<file path="src/rtl/note_player.sv">
// note_player
//    Follows the beat index from player_control. On every ibeat change it
//    latches that beat's note divider and restarts a square-wave tone, with a
//    short rest between repeated identical notes. Produces signed 16-bit
//    samples for the speaker serializer.
// Ports
//    clk           : system clock, rising edge
//    reset         : synchronous, active-high
//    ibeat         : beat index (12 bits)
//    beat_note_div : divider for the current ibeat, valid with ibeat
//    volume        : amplitude step, 0 = silent, 7 = max
//    mute          : forces zero output; tone phase keeps running
//    note_start    : one-cycle pulse when a new note is loaded
//    audio_left    : signed two's-complement sample
//    audio_right   : copy of audio_left
module note_player #(
   parameter int DIV_W      = 22,
   parameter int GAP_CYCLES = 1024
) (
   input  logic             clk,
   input  logic             reset,
   input  logic [11:0]      ibeat,
   input  logic [DIV_W-1:0] beat_note_div,
   input  logic [2:0]       volume,
   input  logic             mute,
   output logic             note_start,
   output logic [15:0]      audio_left,
   output logic [15:0]      audio_right
);

   localparam int GAP_W = (GAP_CYCLES < 1) ? 1 : $clog2(GAP_CYCLES + 1);
   localparam logic [GAP_W-1:0] GAP_LOAD = GAP_W'(GAP_CYCLES);

   logic [11:0]      ibeat_q,      ibeat_d;
   logic [DIV_W-1:0] div_q,        div_d;
   logic [DIV_W-1:0] cnt_q,        cnt_d;
   logic             phase_q,      phase_d;
   logic [GAP_W-1:0] gap_cnt_q,    gap_cnt_d;
   logic             note_start_q, note_start_d;
   logic [15:0]      audio_q,      audio_d;

   logic [DIV_W-1:0] half;
   logic             silent;
   logic             in_gap;
   logic [15:0]      amp;

   always_comb begin
      ibeat_d      = ibeat_q;
      div_d        = div_q;
      cnt_d        = cnt_q;
      phase_d      = phase_q;
      gap_cnt_d    = gap_cnt_q;
      note_start_d = 1'b0;

      half   = div_q >> 1;
      silent = (div_q < DIV_W'(2));
      in_gap = (gap_cnt_q != '0);
      amp    = {1'b0, volume, 12'b0};

      // Sample reflects the state before this edge, so audio lags state by one cycle.
      if (mute || silent || in_gap || (volume == 3'd0))
         audio_d = '0;
      else
         audio_d = phase_q ? amp : (16'h0000 - amp);

      if (ibeat != ibeat_q) begin
         ibeat_d      = ibeat;
         div_d        = beat_note_div;
         cnt_d        = '0;
         phase_d      = 1'b1;
         note_start_d = 1'b1;
         // Rest only when the new note repeats an audible previous divider.
         if ((beat_note_div == div_q) && (beat_note_div >= DIV_W'(2)))
            gap_cnt_d = GAP_LOAD;
         else
            gap_cnt_d = '0;
      end else if (in_gap) begin
         gap_cnt_d = gap_cnt_q - GAP_W'(1);
         cnt_d     = '0;
         phase_d   = 1'b1;
      end else if (!silent) begin
         if (cnt_q == half - DIV_W'(1)) begin
            cnt_d   = '0;
            phase_d = ~phase_q;
         end else begin
            cnt_d = cnt_q + DIV_W'(1);
         end
      end
   end

   always_ff @(posedge clk) begin
      if (reset) begin
         ibeat_q      <= 12'hFFF;
         div_q        <= '0;
         cnt_q        <= '0;
         phase_q      <= 1'b1;
         gap_cnt_q    <= '0;
         note_start_q <= 1'b0;
         audio_q      <= '0;
      end else begin
         ibeat_q      <= ibeat_d;
         div_q        <= div_d;
         cnt_q        <= cnt_d;
         phase_q      <= phase_d;
         gap_cnt_q    <= gap_cnt_d;
         note_start_q <= note_start_d;
         audio_q      <= audio_d;
      end
   end

   assign note_start  = note_start_q;
   assign audio_left  = audio_q;
   assign audio_right = audio_q;

endmodule

</file>
<file path="config.mk">
export PLATFORM = sky130hd
export DESIGN_NAME = note_player
export DESIGN_NICKNAME = d
export VERILOG_FILES = /design/src/rtl/note_player.sv
export SDC_FILE = /design/constraint.sdc
export NUM_CORES = 1
export LEC_CHECK = 0
export ABC_AREA = 1
export BUFFER_PORTS_ARGS = -buffer_cell sky130_fd_sc_hd__buf_2
export CORE_AREA = 5 5 110 112
export DETAILED_ROUTE_END_ITERATION = 12
export DIE_AREA = 0 0 115 117
export SYNTH_ARGS = -nofsm -noshare
export SYNTH_HDL_FRONTEND = slang
export SYNTH_SLANG_ARGS = --single-unit
</file>
<file path="constraint.sdc">
create_clock -name clk -period 2.5 [get_ports clk]
set_clock_uncertainty 0.1 [all_clocks]
set_input_delay 0 -clock clk [delete_from_list [all_inputs] [get_ports clk]]
set_output_delay 0 -clock clk [all_outputs]
set_load 0.01 [all_outputs]
</file>
==> results.tsv, run 1 <==
stage	metric	value	unit
pwr	Switch Pwr	0.830	mW
cts	setup bufs post-CTS	0	
grt	GR Overflow Total	0	
pwr	Pwr Total	3.01	mW
logic_synthesis	number of flops mapped to enable cells by yosys	0	
hold_path	worst hold-check path type	in2reg	
cts	clk_lat worst skew	0.35	ns
die	Die Ht	117	um
drt	DRC Markers	0	
logic_synthesis	Syn Area/Cell	6.73	sq um
pwr	Clk pwr share	43.8	%
drt	DRT iter0 DRCs	295	
pwr	Pwr per Cell Area	507	nW/um^2
worst_setup_path	critical-path cell with the highest stage delay	dlygate4sd3_1	
worst_setup_path	cell depth of the worst setup path	8	
drt	final WL	13.5	mm
timing	final setup fails	0	
cells_and_area	Finished Core Util	53.3	%
timing	period utilization	92.1	%
worst_setup_path	R2R depth	8	
worst_setup_path	CP Cell Sequence	nor2_1 > nand2_1 > nor2_4 > nand3_2 > buf_4 > nand3_1 > a21oi_1 > dlygate4sd3_1	
die	Initial Util	42.9	%
timing	Tmin final	2.30	ns
pwr	Gate power share	15.3	%
worst_setup_path	slowest stage delay, CP	0.57	ns
die	Boundary Pins	73	
die	width of the die	115	um
placed_design	RD Place Congestion	0.900	
drt	Initial DRT Pass Iterations	5	
pwr	Lkg Pwr	2.66	nW
placed_design	Place WS	0.194	ns
placed_design	Post-Place Cells	895	
worst_setup_path	worst path bufs/invs	2	
job	number of max-cap violations	0	
cts	Max Root-Sink Buffers	2	
timing	fin. max-slew vios	0	
worst_setup_path	cell family with most CP delay	simple AND/OR/NAND/NOR gates	
pwr	Pint	2.18	mW
timing	RSZ-0062 raised after global routing	no	
cells_and_area	layout cell share with drive strength beyond 1	16.1	%
cts	clock root cell	clkbuf_16	
cts	H-tree depth	3	
grt	vias in the first global route	4518	
timing	Setup TNS	0	ns
logic_synthesis	top-count cell post-synth	nand2_1	
timing	fmax	434	MHz
cells_and_area	ant diodes	0	
worst_setup_path	Crit. End Element	register	
logic_synthesis	Synth area leaders	dfxtp_1, nand2_1, nor2_1	
logic_synthesis	count of cell types in the netlist	38	
die	FP Rows	39	
drt	vias per inst	4.86	
logic_synthesis	Cells after Synth	710	
timing	setup ws final	0.197	ns
worst_setup_path	Crit Path Max Fanout	9	
logic_synthesis	sequential share of the synthesized area	30.6	%
logic_synthesis	synth warn	0	
cts	CTS Buf Count	9	
timing	final hold violations	0	
die	die area	13500	sq um
logic_synthesis	Main synth FF type	dfxtp_1	
logic_synthesis	post-synth top area share	30.6	%
logic_synthesis	synth cell count leaders	nand2_1, nor2_1, inv_1, dfxtp_1, nand3_1	
logic_synthesis	Yosys top cell by area	dfxtp_1	
drt	Wirelength per Cell	14.1	um
cts	Clock Sinks	73	
drt	vias	4672	
worst_setup_path	Worst setup SP type	register	
cts	TritonCTS clock tree	yes	
cells_and_area	post-route design area	5930	sq um
die	core area	11100	sq um
timing	WHS	0.303	ns
logic_synthesis	Yosys reg bits	73	
worst_setup_path	Worst EP required	2.63	ns
grt	GRT Total Usage	20.5	%
cts	Worst-path clk slew	0.06	ns
worst_setup_path	WP data arrival	2.43	ns
pwr	sequential power share	40.9	%
pwr	Peak VDD IR	0.353	mV
drt	post-route ant nets	0	
placed_design	port bufs	48	
cells_and_area	fin nets	859	
logic_synthesis	Post-synth ARST share	0	%
pwr	Switching Share	27.6	%
logic_synthesis	mapped cell area	4780	sq um
placed_design	placed inst area	5080	sq um
worst_setup_path	critical path type	reg2reg	
hold_path	cell depth of the worst hold path	4	
status	outcome	finished, final reports clean	
grt	first-pass GRT wire length	21.6	mm
cells_and_area	final instance count without filler cells	962	
grt	largest net degree at the start of global routing	26	
placed_design	Post-DP HPWL	10.3	mm
cells_and_area	Area growth syn-to-layout	24.2	%
grt	initial antenna violation count	0	
routing by layer:
| metal | vias up | GRT usage [%] | wire length (um) |
|---|---|---|---|
| met5 | - | 0 | 0 |
| met4 | 0 | 8.29 | 319 |
| met3 | 27 | 3.19 | 628 |
| met2 | 105 | 34.3 | 6330 |
| met1 | 2130 | 26.5 | 6260 |
| li1 | 2410 | - | - |
cell families (layout without fill, tap and decap cells):
kind of cell / count (synthesis) / count (layout) / share of synthesized area, %
other: 1 / 24 / 0.0785
AND/OR/NAND/NOR: 384 / 385 / 37.3
XOR/XNOR: 49 / 49 / 9.56
adder cells (fa/ha/maj): 5 / 5 / 1.31
buffers and inverters: 137 / 222 / 13.7
AO/OA/AOI/OAI: 61 / 61 / 7.47
flip-flops: 73 / 73 / 30.6
area by class of cell:
type / instances / area [sq um]
clock buffer: 9 / 225
clock inverter: 7 / 77.6
fill: 1069 / 5190
inverter: 96 / 360
multi-input combinational: 524 / 2800
sequential: 73 / 1460
tap: 143 / 179
timing repair buffer: 110 / 831
state kept, by name (all words and copies together) (netlist names):
signal,flops
note_start,1
audio_left,4
cnt_q,22
ibeat_q,12
phase_q,1
div_q,22
gap_cnt_q,11
worst min-delay path: cells and delay by family:
family / cells / cell delay (ns)
simple gates: 1 / 0.05
buf+inv: 3 / 0.68
power groups by stage:
stage                     sequential, mW  clock (mW)  combinational (mW)
final                               1.23        1.32               0.460
after global placement              1.25           0               0.391
after detailed placement            1.25           0               0.393
after floorplan                     1.25           0               0.310
after CTS                           1.23        1.35               0.453
after global routing                1.23        1.40               0.513
placed cells by master, fill, tap and decap left out, types with 2 or more instances in the layout:
cell and count:
a211oi_1 3, a21oi_1 14, buf_2 48, buf_4 12
clkbuf_16 9, clkinv_4 2, conb_1 24, dfxtp_1 71
dfxtp_2 2, dlygate4sd3_1 50, ha_1 5, inv_1 88
inv_2 8, inv_6 2, nand2_1 167, nand2_2 7
nand2_8 2, nand3_1 44, nand3_2 3, nand3b_1 3
nand4_1 23, nor2_1 89, nor2_2 9, nor2_4 9
nor3_1 9, nor4_1 4, o2111ai_1 3, o21ai_0 18
o21ai_1 6, o21bai_1 3, o22ai_1 10, or2_2 12
xnor2_1 23, xnor3_1 2, xor2_1 24
final timing paths:
kind	endpoint	slack (ns)	start
setup / recovery	audio_left[13]	0.20	div_q[6]
setup reg to reg	audio_left[13]	0.20	div_q[6]
hold / removal	ibeat_q[5]	0.30	ibeat[5]
hold reg to reg	gap_cnt_q[7]	0.38	gap_cnt_q[7]
repair_timing:
item                                   in CTS  in global routing
hold buffers                               50                  0
resized for setup                           0                  8
setup endpoints to repair                   0                 22
endpoints found under the hold margin      39                  0
(Power assumes the default switching activity.)
==> run 2, diff against run 1 <==
--- a/config.mk
+++ b/config.mk
@@ -6,10 +6,12 @@
 export NUM_CORES = 1
 export LEC_CHECK = 0
 export ABC_AREA = 1
-export BUFFER_PORTS_ARGS = -buffer_cell sky130_fd_sc_hd__buf_2
+export BUFFER_PORTS_ARGS = -buffer_cell sky130_fd_sc_hd__buf_4
 export CORE_AREA = 5 5 110 112
 export DETAILED_ROUTE_END_ITERATION = 12
 export DIE_AREA = 0 0 115 117
+export PLACE_DENSITY = 0.61
+export SLEW_MARGIN = 30
 export SYNTH_ARGS = -nofsm -noshare
 export SYNTH_HDL_FRONTEND = slang
 export SYNTH_SLANG_ARGS = --single-unit
==> results.tsv, run 2 (synthesized netlist as in run 1, its figures left out) <==
stage	metric	value	unit	change
die	core area	11100	sq um	unchanged
pwr	Pwr per Cell Area	524	nW/um^2	was 507 nW/um^2
drt	DRC Markers	0		unchanged
cells_and_area	post-route design area	6140	sq um	was 5930 sq um
placed_design	RD Place Congestion	0.894		was 0.900
grt	vias in the first global route	4534		was 4518
grt	first-pass GRT wire length	21.8	mm	was 21.6 mm
timing	relative slew slack	65.4	%	
timing	fin. max-slew vios	0		unchanged
drt	Initial DRT Pass Iterations	5		unchanged
timing	period utilization	92.7	%	was 92.1%
timing	RSZ-0062 raised after global routing	no		unchanged
cts	TritonCTS clock tree	yes		unchanged
placed_design	Post-DP HPWL	10.4	mm	was 10.3 mm
grt	initial antenna violation count	0		unchanged
cts	Max Root-Sink Buffers	2		unchanged
drt	post-route ant nets	0		unchanged
cts	Worst-path clk slew	0.06	ns	about the same
cells_and_area	ant diodes	0		unchanged
cells_and_area	multi-input combinational cell area	2800	sq um	unchanged
worst_setup_path	Worst setup SP type	register		unchanged
cts	Clock Sinks	73		unchanged
timing	Setup TNS	0	ns	unchanged
grt	largest net degree at the start of global routing	26		unchanged
die	die area	13500	sq um	unchanged
placed_design	placed inst area	5200	sq um	was 5080 sq um
cts	H-tree depth	3		unchanged
die	Boundary Pins	73		unchanged
worst_setup_path	Worst EP required	2.63	ns	about the same
drt	DRT iter0 DRCs	272		was 295
hold_path	worst hold-check path type	in2reg		unchanged
cells_and_area	Storage cell area	1460	sq um	about the same
worst_setup_path	critical path type	reg2reg		unchanged
die	Die Ht	117	um	unchanged
cells_and_area	biggest regs	cnt_q x22, div_q x22, ibeat_q x12		unchanged
grt	GRT Total Usage	20.8	%	was 20.5%
timing	fmax	432	MHz	was 434 MHz
pwr	Peak VDD IR	0.430	mV	was 0.353 mV
die	width of the die	115	um	unchanged
placed_design	Post-Place Cells	896		was 895
timing	WHS	0.319	ns	was 0.303 ns
drt	vias per inst	4.91		was 4.86
worst_setup_path	Crit Path Max Fanout	9		unchanged
cells_and_area	most frequent cells in the layout	nand2_1, nor2_1, inv_1		unchanged
timing	final hold violations	0		unchanged
cells_and_area	final instance count without filler cells	967		was 962
pwr	Lkg Pwr	2.72	nW	was 2.66 nW
worst_setup_path	WP data arrival	2.45	ns	was 2.43 ns
cells_and_area	layout cell share with drive strength beyond 1	16.0	%	was 16.1%
cts	clock root cell	clkbuf_16		unchanged
drt	vias	4747		was 4672
timing	Tmin final	2.32	ns	was 2.30 ns
die	Initial Util	42.9	%	unchanged
drt	Wirelength per Cell	14.1	um	about the same
placed_design	port bufs	48		unchanged
status	outcome	finished, final reports clean		unchanged
cells_and_area	filler instances	1044		was 1069
cells_and_area	fin nets	864		was 859
timing	final setup fails	0		unchanged
worst_setup_path	Crit. End Element	register		unchanged
cts	clk_lat worst skew	0.34	ns	was 0.35 ns
timing	Worst-Margin Slew	0.514	ns	
cells_and_area	Area growth syn-to-layout	28.6	%	was 24.2%
die	FP Rows	39		unchanged
grt	GR Overflow Total	0		unchanged
job	number of max-cap violations	0		unchanged
drt	final WL	13.7	mm	was 13.5 mm
cells_and_area	most common cell after layout, fill and taps aside	nand2_1		unchanged
cts	CTS Buf Count	9		unchanged
-- run 2: routing by layer --
metal	track usage, %	share of wire, %	vias to the layer above
met5	0	0	-
met4	8.61	2.1	0
met3	3.14	5.0	19
met2	34.3	47	123
met1	27.3	46	2188
li1	-	-	2417
-- run 2: repair_timing --
item                       4_1_cts  5_1_grt
setup buffers                    0        0
gates resized for setup          0        8
hold buffers                    54        0
setup endpoints to repair        0       22
hold endpoints to repair        40        0
-- run 2: final cells by class --
class,count,area share (%)
tap,143,2.91
timing repair buffer,115,16.3
multi-input combinational,524,45.5
clock inverter,6,1.87
sequential,73,23.8
inverter,96,5.87
clock buffer,10,3.73
-- run 2: final timing paths --
kind | startpoint | to | slack, ns | depth (start not counted)
setup / recovery | div_q[2] | cnt_q[16] | 0.18 | 15
hold / removal | beat_note_div[21] | div_q[21] | 0.32 | 4
setup reg to reg | div_q[2] | cnt_q[16] | 0.18 | 15
hold reg to reg | gap_cnt_q[7] | gap_cnt_q[7] | 0.37 | 2
-- run 2: power by group --
part           internal, mW  switching (mW)
registers              1.20          0.0342
clock network         0.980           0.515
logic                 0.228           0.265
-- run 2: metrics by stage --
step	total power [mW]	worst slack [ns]	util (%)
final	3.22	0.184	55.2
after global routing	3.35	0.00935	55.2
after CTS	3.24	0.135	54.7
after detailed placement	1.67	0.151	46.8
after global placement	1.67	0.237	46.8
after floorplan	1.56	0.434	-
-- run 2: worst max-delay path: stages (launching register included) --
cell,delay (ns)
dfxtp_1,0.38
inv_1,0.08
ha_1,0.24
inv_1,0.08
nand2_1,0.05
nand2_1,0.08
xor2_1,0.19
nand2_1,0.08
nor2_1,0.12
nand3_1,0.09
nor2_1,0.11
nand2_1,0.08
nor2_2,0.15
nand3_4,0.16
nand2_4,0.16
nor2_1,0.05
